## src/rtl/bin_frame_packer_if.sv

```systemverilog
// Purpose: bit-stream input and packed-word output bundle for bin_frame_packer.
//   slave  (design side): iEN, iDATA, iSOF, iREADY in; oDATA, oEN, oLAST, oOVF, oBUSY out
//   master (source/sink side): the reverse directions
// Optional: BIN_FRAME_PACKER_POPCNT_EN adds oCNT (CW bits, per-frame 1-bit count).
interface bin_frame_packer_if #(
    parameter int unsigned WL = 16
`ifdef BIN_FRAME_PACKER_POPCNT_EN
    , parameter int unsigned CW = 11
`endif
);
    logic          iEN;
    logic          iDATA;
    logic          iSOF;
    logic          iREADY;
    logic [WL-1:0] oDATA;
    logic          oEN;
    logic          oLAST;
    logic          oOVF;
    logic          oBUSY;
`ifdef BIN_FRAME_PACKER_POPCNT_EN
    logic [CW-1:0] oCNT;

    modport master (
        output iEN, iDATA, iSOF, iREADY,
        input  oDATA, oEN, oLAST, oOVF, oBUSY, oCNT
    );
    modport slave (
        input  iEN, iDATA, iSOF, iREADY,
        output oDATA, oEN, oLAST, oOVF, oBUSY, oCNT
    );
`else
    modport master (
        output iEN, iDATA, iSOF, iREADY,
        input  oDATA, oEN, oLAST, oOVF, oBUSY
    );
    modport slave (
        input  iEN, iDATA, iSOF, iREADY,
        output oDATA, oEN, oLAST, oOVF, oBUSY
    );
`endif
endinterface

```

## src/rtl/bin_frame_packer.sv

```systemverilog
// Purpose: packs 1-bit threshold decisions LSB-first into WL-bit words, tags the last
//   word of each frame, buffers words in an FD-deep FIFO and presents the FIFO head
//   on a valid/ready port.  All outputs are registered.
// Ports:
//   iCLK   clock (rising edge)
//   iRSTn  asynchronous active-low reset
//   bus    bin_frame_packer_if.slave: iEN/iDATA/iSOF bit stream, iREADY downstream
//          ready; oDATA/oEN/oLAST head word, oOVF sticky drop flag, oBUSY activity
// Optional: define BIN_FRAME_PACKER_POPCNT_EN to add oCNT, the number of 1-bits in the
//   frame, carried with the frame's last word.
// Assumes WL >= 2, FRAME_BITS a multiple of WL, FD a power of 2 >= 2.
module bin_frame_packer #(
    parameter int unsigned WL         = 16,
    parameter int unsigned FRAME_BITS = 1024,
    parameter int unsigned FD         = 4
) (
    input logic             iCLK,
    input logic             iRSTn,
    bin_frame_packer_if.slave bus
);
    localparam int unsigned WCW  = $clog2(WL);
    localparam int unsigned FCW  = $clog2(FRAME_BITS);
    localparam int unsigned PW   = $clog2(FD);
    localparam int unsigned OCCW = $clog2(FD + 1);
`ifdef BIN_FRAME_PACKER_POPCNT_EN
    localparam int unsigned CW   = $clog2(FRAME_BITS + 1);
`endif

    typedef enum logic {IDLE, PACK} state_t;

    state_t          state_q, state_d;
    logic [WCW-1:0]  wcnt_q, wcnt_d;
    logic [FCW-1:0]  fcnt_q, fcnt_d;
    logic [WL-1:0]   word_q, word_d;

    logic [WCW-1:0]  pos;
    logic [FCW-1:0]  fpos;
    logic [WL-1:0]   word_new;
    logic            accept;
    logic            push;
    logic [WL-1:0]   push_word;
    logic            push_last;

    logic [WL-1:0]   mem_data [FD];
    logic            mem_last [FD];
    logic [PW-1:0]   rd_q, rd_d, wr_q, wr_d;
    logic [OCCW-1:0] occ_q, occ_d, after_pop;
    logic            pop, full, wr_en;
    logic [WL-1:0]   head_data;
    logic            head_last;

    logic [WL-1:0]   data_q, data_d;
    logic            en_q, en_d;
    logic            last_q, last_d;
    logic            ovf_q, ovf_d;
    logic            busy_q, busy_d;

`ifdef BIN_FRAME_PACKER_POPCNT_EN
    logic [CW-1:0]   ones_q, ones_d, ones_new;
    logic [CW-1:0]   push_cnt;
    logic [CW-1:0]   mem_cnt [FD];
    logic [CW-1:0]   head_cnt;
    logic [CW-1:0]   cnt_q, cnt_d;
`endif

    // Packer FSM: next state, word/frame counters and word push.
    always_comb begin
        state_d   = state_q;
        wcnt_d    = wcnt_q;
        fcnt_d    = fcnt_q;
        word_d    = word_q;
        push      = 1'b0;
        push_word = '0;
        push_last = 1'b0;
`ifdef BIN_FRAME_PACKER_POPCNT_EN
        ones_d    = ones_q;
        push_cnt  = '0;
        ones_new  = (bus.iSOF ? '0 : ones_q) + CW'(bus.iDATA);
`endif
        // An SOF bit always lands at position 0 of a fresh word and frame.
        pos      = bus.iSOF ? '0 : wcnt_q;
        fpos     = bus.iSOF ? '0 : fcnt_q;
        word_new = (bus.iSOF ? '0 : word_q) | (WL'(bus.iDATA) << pos);
        accept   = bus.iEN && (bus.iSOF || state_q == PACK);

        if (accept) begin
            // Early SOF closes the truncated frame with its zero-padded partial word.
            if (bus.iSOF && state_q == PACK && wcnt_q != '0) begin
                push      = 1'b1;
                push_word = word_q;
                push_last = 1'b1;
`ifdef BIN_FRAME_PACKER_POPCNT_EN
                push_cnt  = ones_q;
`endif
            end
`ifdef BIN_FRAME_PACKER_POPCNT_EN
            ones_d = ones_new;
`endif
            if (pos == WCW'(WL - 1)) begin
                push      = 1'b1;
                push_word = word_new;
                push_last = (fpos == FCW'(FRAME_BITS - 1));
`ifdef BIN_FRAME_PACKER_POPCNT_EN
                push_cnt  = ones_new;
`endif
                word_d    = '0;
                wcnt_d    = '0;
            end else begin
                word_d    = word_new;
                wcnt_d    = pos + WCW'(1);
            end
            if (fpos == FCW'(FRAME_BITS - 1)) begin
                state_d = IDLE;
                fcnt_d  = '0;
            end else begin
                state_d = PACK;
                fcnt_d  = fpos + FCW'(1);
            end
        end
    end

    // FIFO bookkeeping and the next registered head/status outputs.
    always_comb begin
        pop       = en_q && bus.iREADY;
        full      = (occ_q == OCCW'(FD));
        wr_en     = push && (!full || pop);
        ovf_d     = ovf_q || (push && full && !pop);
        occ_d     = occ_q + OCCW'(wr_en) - OCCW'(pop);
        rd_d      = rd_q + PW'(pop);
        wr_d      = wr_q + PW'(wr_en);
        after_pop = occ_q - OCCW'(pop);
        // When only the incoming word will be left, it bypasses the memory read.
        head_data = (after_pop == '0) ? push_word : mem_data[rd_d];
        head_last = (after_pop == '0) ? push_last : mem_last[rd_d];
        en_d      = (occ_d != '0);
        data_d    = en_d ? head_data : '0;
        last_d    = en_d && head_last;
        busy_d    = (state_d == PACK) || en_d;
`ifdef BIN_FRAME_PACKER_POPCNT_EN
        head_cnt  = (after_pop == '0) ? push_cnt : mem_cnt[rd_d];
        cnt_d     = last_d ? head_cnt : '0;
`endif
    end

    // FSM state register.
    always_ff @(posedge iCLK or negedge iRSTn) begin
        if (!iRSTn) begin
            state_q <= IDLE;
        end else begin
            state_q <= state_d;
        end
    end

    // Datapath, FIFO pointers and output registers.
    always_ff @(posedge iCLK or negedge iRSTn) begin
        if (!iRSTn) begin
            wcnt_q <= '0;
            fcnt_q <= '0;
            word_q <= '0;
            rd_q   <= '0;
            wr_q   <= '0;
            occ_q  <= '0;
            data_q <= '0;
            en_q   <= 1'b0;
            last_q <= 1'b0;
            ovf_q  <= 1'b0;
            busy_q <= 1'b0;
        end else begin
            wcnt_q <= wcnt_d;
            fcnt_q <= fcnt_d;
            word_q <= word_d;
            rd_q   <= rd_d;
            wr_q   <= wr_d;
            occ_q  <= occ_d;
            data_q <= data_d;
            en_q   <= en_d;
            last_q <= last_d;
            ovf_q  <= ovf_d;
            busy_q <= busy_d;
        end
    end

    // FIFO storage; contents are don't-care until the pointers mark them valid.
    always_ff @(posedge iCLK) begin
        if (wr_en) begin
            mem_data[wr_q] <= push_word;
            mem_last[wr_q] <= push_last;
`ifdef BIN_FRAME_PACKER_POPCNT_EN
            mem_cnt[wr_q]  <= push_cnt;
`endif
        end
    end

`ifdef BIN_FRAME_PACKER_POPCNT_EN
    // Running 1-bit count of the current frame and the registered oCNT.
    always_ff @(posedge iCLK or negedge iRSTn) begin
        if (!iRSTn) begin
            ones_q <= '0;
            cnt_q  <= '0;
        end else begin
            ones_q <= ones_d;
            cnt_q  <= cnt_d;
        end
    end

    assign bus.oCNT = cnt_q;
`endif

    assign bus.oDATA = data_q;
    assign bus.oEN   = en_q;
    assign bus.oLAST = last_q;
    assign bus.oOVF  = ovf_q;
    assign bus.oBUSY = busy_q;
endmodule
```

## src/flat_wrapper.sv

```systemverilog
// flat-port wrapper written by rule: the top's interface ports become plain ports
module bin_frame_packer_flat 
#(
    parameter int unsigned WL         = 16,
    parameter int unsigned FRAME_BITS = 1024,
    parameter int unsigned FD         = 4
)
  (iCLK, iRSTn, bus_iEN, bus_iDATA, bus_iSOF, bus_iREADY, bus_oDATA, bus_oEN, bus_oLAST, bus_oOVF, bus_oBUSY);
  bin_frame_packer_if #(.WL(WL)) bus_i ();
  input logic iCLK;
  input logic iRSTn;
  input wire logic [$bits(bus_i.iEN)-1:0] bus_iEN;
  input wire logic [$bits(bus_i.iDATA)-1:0] bus_iDATA;
  input wire logic [$bits(bus_i.iSOF)-1:0] bus_iSOF;
  input wire logic [$bits(bus_i.iREADY)-1:0] bus_iREADY;
  output wire logic [$bits(bus_i.oDATA)-1:0] bus_oDATA;
  output wire logic [$bits(bus_i.oEN)-1:0] bus_oEN;
  output wire logic [$bits(bus_i.oLAST)-1:0] bus_oLAST;
  output wire logic [$bits(bus_i.oOVF)-1:0] bus_oOVF;
  output wire logic [$bits(bus_i.oBUSY)-1:0] bus_oBUSY;
  assign bus_i.iEN = bus_iEN;
  assign bus_i.iDATA = bus_iDATA;
  assign bus_i.iSOF = bus_iSOF;
  assign bus_i.iREADY = bus_iREADY;
  assign bus_oDATA = bus_i.oDATA;
  assign bus_oEN = bus_i.oEN;
  assign bus_oLAST = bus_i.oLAST;
  assign bus_oOVF = bus_i.oOVF;
  assign bus_oBUSY = bus_i.oBUSY;
  bin_frame_packer #(.WL(WL), .FRAME_BITS(FRAME_BITS), .FD(FD)) u_core (.iCLK(iCLK), .iRSTn(iRSTn), .bus(bus_i));
endmodule
```

## config.mk

```make
export PLATFORM = sky130hd
export DESIGN_NAME = bin_frame_packer_flat
export DESIGN_NICKNAME = d
export VERILOG_FILES = /design/src/rtl/bin_frame_packer_if.sv /design/src/rtl/bin_frame_packer.sv /design/src/flat_wrapper.sv
export SDC_FILE = /design/constraint.sdc
export NUM_CORES = 1
export LEC_CHECK = 0
export ABC_AREA = 1
export CAP_MARGIN = 20
export CORE_ASPECT_RATIO = 1.1
export CORE_MARGIN = 10
export CORE_UTILIZATION = 60
export DETAILED_ROUTE_END_ITERATION = 16
export PLACE_DENSITY_LB_ADDON = 0.2
export SLEW_MARGIN = 10
export SYNTH_ARGS = -nofsm -noshare
export SYNTH_HDL_FRONTEND = slang
export SYNTH_SLANG_ARGS = --single-unit
```

## constraint.sdc

```tcl
create_clock -name iCLK -period 9.8 [get_ports iCLK]
set_clock_uncertainty 0.05 [all_clocks]
set_input_delay 0.98 -clock iCLK [delete_from_list [all_inputs] [get_ports iCLK]]
set_output_delay 0.98 -clock iCLK [all_outputs]
set_load 0.02 [all_outputs]
```

Word level (Yosys, flattened, before mapping):

Memories as Yosys holds them, arrays and structs flattened.
Cells that the tools add are included.

* add/subtract/negate cells: 7
* multipliers: 0
* div/mod/pow operators: 0
* order comparisons: 0
* eq/ne operators: 3
* shifts and indexed selects: 1
* mux-type cells: 21
* bitwise logic cells: 1
* reduce and logical (&&, ||, !) cells: 17

Operators by type and width (number)
* 16-bit 2-to-1 mux: 7
* 10-bit 2-to-1 mux: 2
* 16-bit bitwise OR: 1
* 1-bit by 4-bit << shifter with 16-bit output: 1
* 10-bit by 1-bit adder with 10-bit output, second input constant: 1
* 10-bit == test, second input constant: 1
* 1-bit 2-to-1 mux: 10
* 1-bit logical AND: 8
* 4-bit 2-to-1 mux: 2
* 3-bit by 1-bit subtractor with 3-bit output: 2
* 2-bit by 1-bit adder with 2-bit output: 2
* 4-bit by 1-bit adder with 4-bit output, second input constant: 1
* 4-bit == test, second input constant: 1
* 1-bit logical OR: 4
* 4-bit nonzero test: 1
* 3-bit by 1-bit adder with 3-bit output: 1
* 3-bit == test, second input constant: 1
* 3-bit zero test: 1
* 3-bit nonzero test: 1
* 1-bit zero test: 2

* register bits: 58
* latch bits: 0
* memory bits (writable): 68
* memory bits (read-only): 0
* output and inout bits: 20
* logic and storage cells: 64
* memories: 2

Memories
* u_core.mem_data: depth 4, width 16, read ports 1, clocked after memory_dff 0, wr ports 1, RTL line bin_frame_packer.sv:44 `logic [WL-1:0] mem_data [FD];`
* u_core.mem_last: depth 4, width 1, read ports 1, clocked after memory_dff 0, wr ports 1, RTL line bin_frame_packer.sv:45 `logic mem_last [FD];`

Depth between registers and ports, before layout:

* depth in word-level cells: 10
* depth in mapped cells: 22
* mapped depth without buffers: 20

Least setup slack after synthesis:

Ideal clock, no wire load.

* kind: input to register
* start point: input bus_iSOF
* end point: memory u_core.mem_data[0][0] (enable)
* arrival time: 3.419 ns
* setup slack: 5.918 ns
* stages on the path: 12
* path buffers: 2
* cell sequence: buf_2 nor2_1 ha_1 nand2_2 nor2_8 inv_4 nand2_4 nand2_4 inv_2 buf_8 nand2_4 nor3_1

* word-level cells in the longest chain between the ends: 8

RTL lines
* start, declared: RTL line flat_wrapper.sv:14 `input wire logic [$bits(bus_i.iSOF)-1:0] bus_iSOF;`
* branches (longest 4 deep; another with 4-bit 2-to-1 mux)
* 1-bit 2-to-1 mux *: RTL line bin_frame_packer.sv:86 `if (accept) begin`
* 1-bit logical AND *: RTL line bin_frame_packer.sv:126 `wr_en = push && (!full || pop);`
* 1-bit 2-to-1 mux *: RTL line bin_frame_packer.sv:185 `if (wr_en) begin`
* 1-bit 2-to-1 mux (not written as such) *: RTL line bin_frame_packer.sv:186 `mem_data[wr_q] <= push_word;`
* end, declared: RTL line bin_frame_packer.sv:44

Every way passes the cells marked *.

Worst setup path after layout:

* start point: input bus_iSOF
* end point: register u_core.data_q[3] (netlist: u_core.bus.oDATA[3])

* word-level cells in the longest chain between the ends: 10

RTL lines
* branches (longest 4 deep; another with 4-bit 2-to-1 mux)
* 1-bit 2-to-1 mux *: RTL line bin_frame_packer.sv:86
* 1-bit logical AND *: RTL line bin_frame_packer.sv:126
* 3-bit by 1-bit adder with 3-bit output *: RTL line bin_frame_packer.sv:128 `occ_d = occ_q + OCCW'(wr_en) - OCCW'(pop);`
* 3-bit by 1-bit subtractor with 3-bit output *: RTL line bin_frame_packer.sv:128
* net u_core.occ_d[2]: RTL line bin_frame_packer.sv:47 `logic [OCCW-1:0] occ_q, occ_d, after_pop;`
* 3-bit nonzero test *: RTL line bin_frame_packer.sv:135 `en_d = (occ_d != '0);`
* 16-bit 2-to-1 mux *: RTL line bin_frame_packer.sv:136 `data_d = en_d ? head_data : '0;`
* net u_core.data_d[3]: RTL line bin_frame_packer.sv:52 `logic [WL-1:0] data_q, data_d;`
* end signal, assigned: RTL line bin_frame_packer.sv:175 `data_q <= data_d;`
* end, declared: RTL line bin_frame_packer.sv:52

Mark *: on every way through the listed nets, which the timed path passes.
A chain may end at the register's enable or synchronous reset.

==> results.sh <==
export IMPL_synth_avg_cell_area_um2=9.35
export IMPL_rows=37
export IMPL_cts_max_level=4
export IMPL_diodes=0
export IMPL_dp_cells=750
export IMPL_insertion_delay_ns=0.52
export IMPL_die_h_um=124
export IMPL_synthArstFlopShare_pct=46.0
export IMPL_worst_slew_pin_slew_ns=1.03
export IMPL_area_growth_pct=14.6
export IMPL_synthFlopType="edfxtp_1"
export IMPL_post_cts_buffers=0
export IMPL_routed_wl_um=12800
export IMPL_crit_chain="clkdlybuf4s50_1 -> inv_2 -> nand2_1 -> inv_1 -> ha_1 -> nand2_2 -> nor2_8 -> inv_4 -> nand2_4 -> nand2_4 -> inv_2 -> nand2_4 -> inv_1 -> ha_1 -> fa_1 -> inv_1 -> xor2_1 -> inv_1 -> nand2_2 -> nand2_1 -> a21oi_1"
export IMPL_synth_largest_area_cell="edfxtp_1"
export IMPL_cpLargestDelayFamily="buffers and inverters"
export IMPL_io_pins=26
export IMPL_ys_ff_latch=126
export IMPL_critical_path_required_ns=10.19
export IMPL_drtPass1Iterations=4
export IMPL_start_kind="input port"
export IMPL_post_cts_resized=0
export IMPL_hold_buffers=0
export IMPL_drc=0
export IMPL_cap_violations=0
export IMPL_path_common_cell="inv_1"
export IMPL_core_area_um2=9490
export IMPL_vdd_ir_drop_max_uv=129
export IMPL_drt_wirelength_per_cell_um=16.3
export IMPL_grt_pass1_vias=4412
export IMPL_final_min_clock_period_ns=4.93
export IMPL_timing_rr_start="u_core.state_q$_DFF_PN0_"
export IMPL_ys_seq_area_share_pct=59.3
export IMPL_max_freq_mhz=203
export IMPL_p_leak_nw=3.09
export IMPL_hp_start="u_core.word_q[2]$_DFFE_PN0N_"
export IMPL_clk_pin_slew_worst_paths_ns=0.06
export IMPL_drt_initial_drc_count=355
export IMPL_endpoint_kind="flip-flop"
export IMPL_stdcell_count=783
export IMPL_grt_ovfl_total=0
export IMPL_startpoint="bus_iSOF"
export IMPL_setup_viol=0
export IMPL_holdCritPathClass="reg2reg"
export IMPL_crit_fanout=23
export IMPL_cts_sinks=126
export IMPL_antenna_left=0
export IMPL_setup_tns_ns=0
export IMPL_hold_viol_final=0
export IMPL_die_w_um=114
export IMPL_rsz0062_at_grt="false"
export IMPL_clockBufferDepth=2
export IMPL_cpPeakStageDelay_ns=0.99
export IMPL_placement_io_buffers=25
export IMPL_synthTopCellsByArea="edfxtp_1 35%, dfrtp_1 25%, nand2_1 9.3%"
export IMPL_clockRootBuffer="clkbuf_8"
export IMPL_cpMaxStageDelayCell="clkdlybuf4s50_1"
export IMPL_synth_nets=645
export IMPL_status="finished clean"
export IMPL_slew_headroom_pct=31.2
export IMPL_synth_most_common_cell="nand2_1"
export IMPL_fin_crit_sh_pct=50.4
export IMPL_final_nets=668
export IMPL_grt_max_degree=65
export IMPL_drive_gt1_share_pct=8.71
export IMPL_yosysWarningCount=0
export IMPL_vias_per_cell=5.54
export IMPL_netlist_instances=630
export IMPL_dp_hpwl_um=8370
export IMPL_cts_tree="done"
export IMPL_routabilityCongestion=0.930
export IMPL_critPathArrivalTime_ns=5.32
export IMPL_initial_core_util_pct=62.1
export IMPL_p_per_area_nw_per_um2=279
export IMPL_antenna_found_initial=0
export IMPL_grt_pass1_wl_um=21200
export IMPL_synth_cell_types=29
export IMPL_grtUsageTotal_pct=19.0
export IMPL_cts_made_buffers=17
export IMPL_crit_type="in2reg"
export IMPL_slew_violations=0
export IMPL_synth_top_cell_area_share_pct=34.6
export IMPL_synth_edf_count=68
export IMPL_num_vias=4338
export IMPL_synth_commonest_cells="146 x nand2_1, 97 x inv_1, 68 x edfxtp_1"
export IMPL_synth_area_um2=5890
export IMPL_die_area_um2=14200
export IMPL_path_buf_inv=8
stage by stage:
step / hold WS [ns] / worst slack [ns] / util [%] / power [mW] / area, µm²
global placement: 0.419 / 4.33 / 65.7 / 1.31 / 6230
floorplan: 0.399 / 5.92 / - / 1.13 / 5890
CTS: 0.448 / 4.68 / 71.1 / 1.89 / 6750
finish: 0.445 / 4.87 / 71.2 / 1.88 / 6750
detailed placement: 0.433 / 4.17 / 65.7 / 1.34 / 6230
global route: 0.475 / 4.59 / 71.2 / 2.00 / 6750
state kept, by name (all words and copies together), names as in the netlist:
signal	count
u_core.bus.oBUSY	1
u_core.bus.oDATA	16
u_core.bus.oEN	1
u_core.bus.oLAST	1
u_core.bus.oOVF	1
u_core.fcnt_q	10
u_core.mem_data	64
u_core.mem_last	4
u_core.occ_q	3
u_core.rd_q	2
u_core.state_q	1
u_core.wcnt_q	4
u_core.word_q	16
u_core.wr_q	2
path summary, 6_finish.rpt:
path	endpoint	slack [ns]	depth (start not counted)
worst max register to register	u_core.bus.oDATA[3]$_DFF_PN0_	6.22	15
max in group asynchronous	u_core.bus.oDATA[0]$_DFF_PN0_	8.64	2
min in group asynchronous	u_core.state_q$_DFF_PN0_	0.57	2
worst min-delay path	u_core.word_q[2]$_DFFE_PN0N_	0.44	2
worst max-delay path	u_core.bus.oDATA[3]$_DFF_PN0_	4.87	21
worst min register to register	u_core.word_q[2]$_DFFE_PN0N_	0.44	2
metal layers:
| metal | wire, µm | track usage (%) | vias up |
|---|---|---|---|
| met3 | 753 | 4.38 | 22 |
| met2 | 6440 | 32.6 | 146 |
| met5 | 0 | 0 | - |
| met1 | 5370 | 22.6 | 2068 |
| met4 | 221 | 7.45 | 0 |
| li1 | - | - | 2102 |
power by group:
part           switching, mW  internal [mW]
Clock                  0.209          0.337
Combinational          0.423          0.229
Sequential            0.0421          0.644
worst min-delay path: stages, from the launching register on:
cell and delay [ns]:
dfrtp_1 0.35, nand2_1 0.06, nand2_1 0.06
cells by family (layout without fill, tap and decap cells):
kind of cell / count (synthesis) / count (layout) / synth area share, %
xor gates and xnor gates: 7 / 7 / 1.04
DFF: 126 / 126 / 59.3
muxes: 5 / 5 / 0.955
AOI/OAI and AO/OA: 106 / 106 / 9.30
adders and majority gates: 9 / 9 / 2.04
and+or+nand+nor: 252 / 252 / 18.9
buffers and inverters: 125 / 161 / 8.47
cells in the final DEF (no fill, tap or decap), types with 5 or more instances in the layout:
cell	instances
nand2_1	146
inv_1	97
edfxtp_1	68
o21ai_0	62
dfrtp_1	58
nor2_1	53
a21oi_1	30
clkdlybuf4s50_1	24
nand3_1	16
clkbuf_16	16
nand4_1	15
o22ai_1	12
nand3_2	8
ha_1	8
clkinv_2	6
xor2_1	5
mux2_2	5
layout make-up:
class	instances	area, µm²
Clock buffer	22	443
Clock inverter	10	71.3
Fill cell	723	2740
Inverter	100	378
Multi-Input combinational cell	379	1950
Sequential cell	126	3490
Tap cell	117	146
Timing Repair Buffer	29	275
Note: power is estimated with default switching activity, not from simulation.
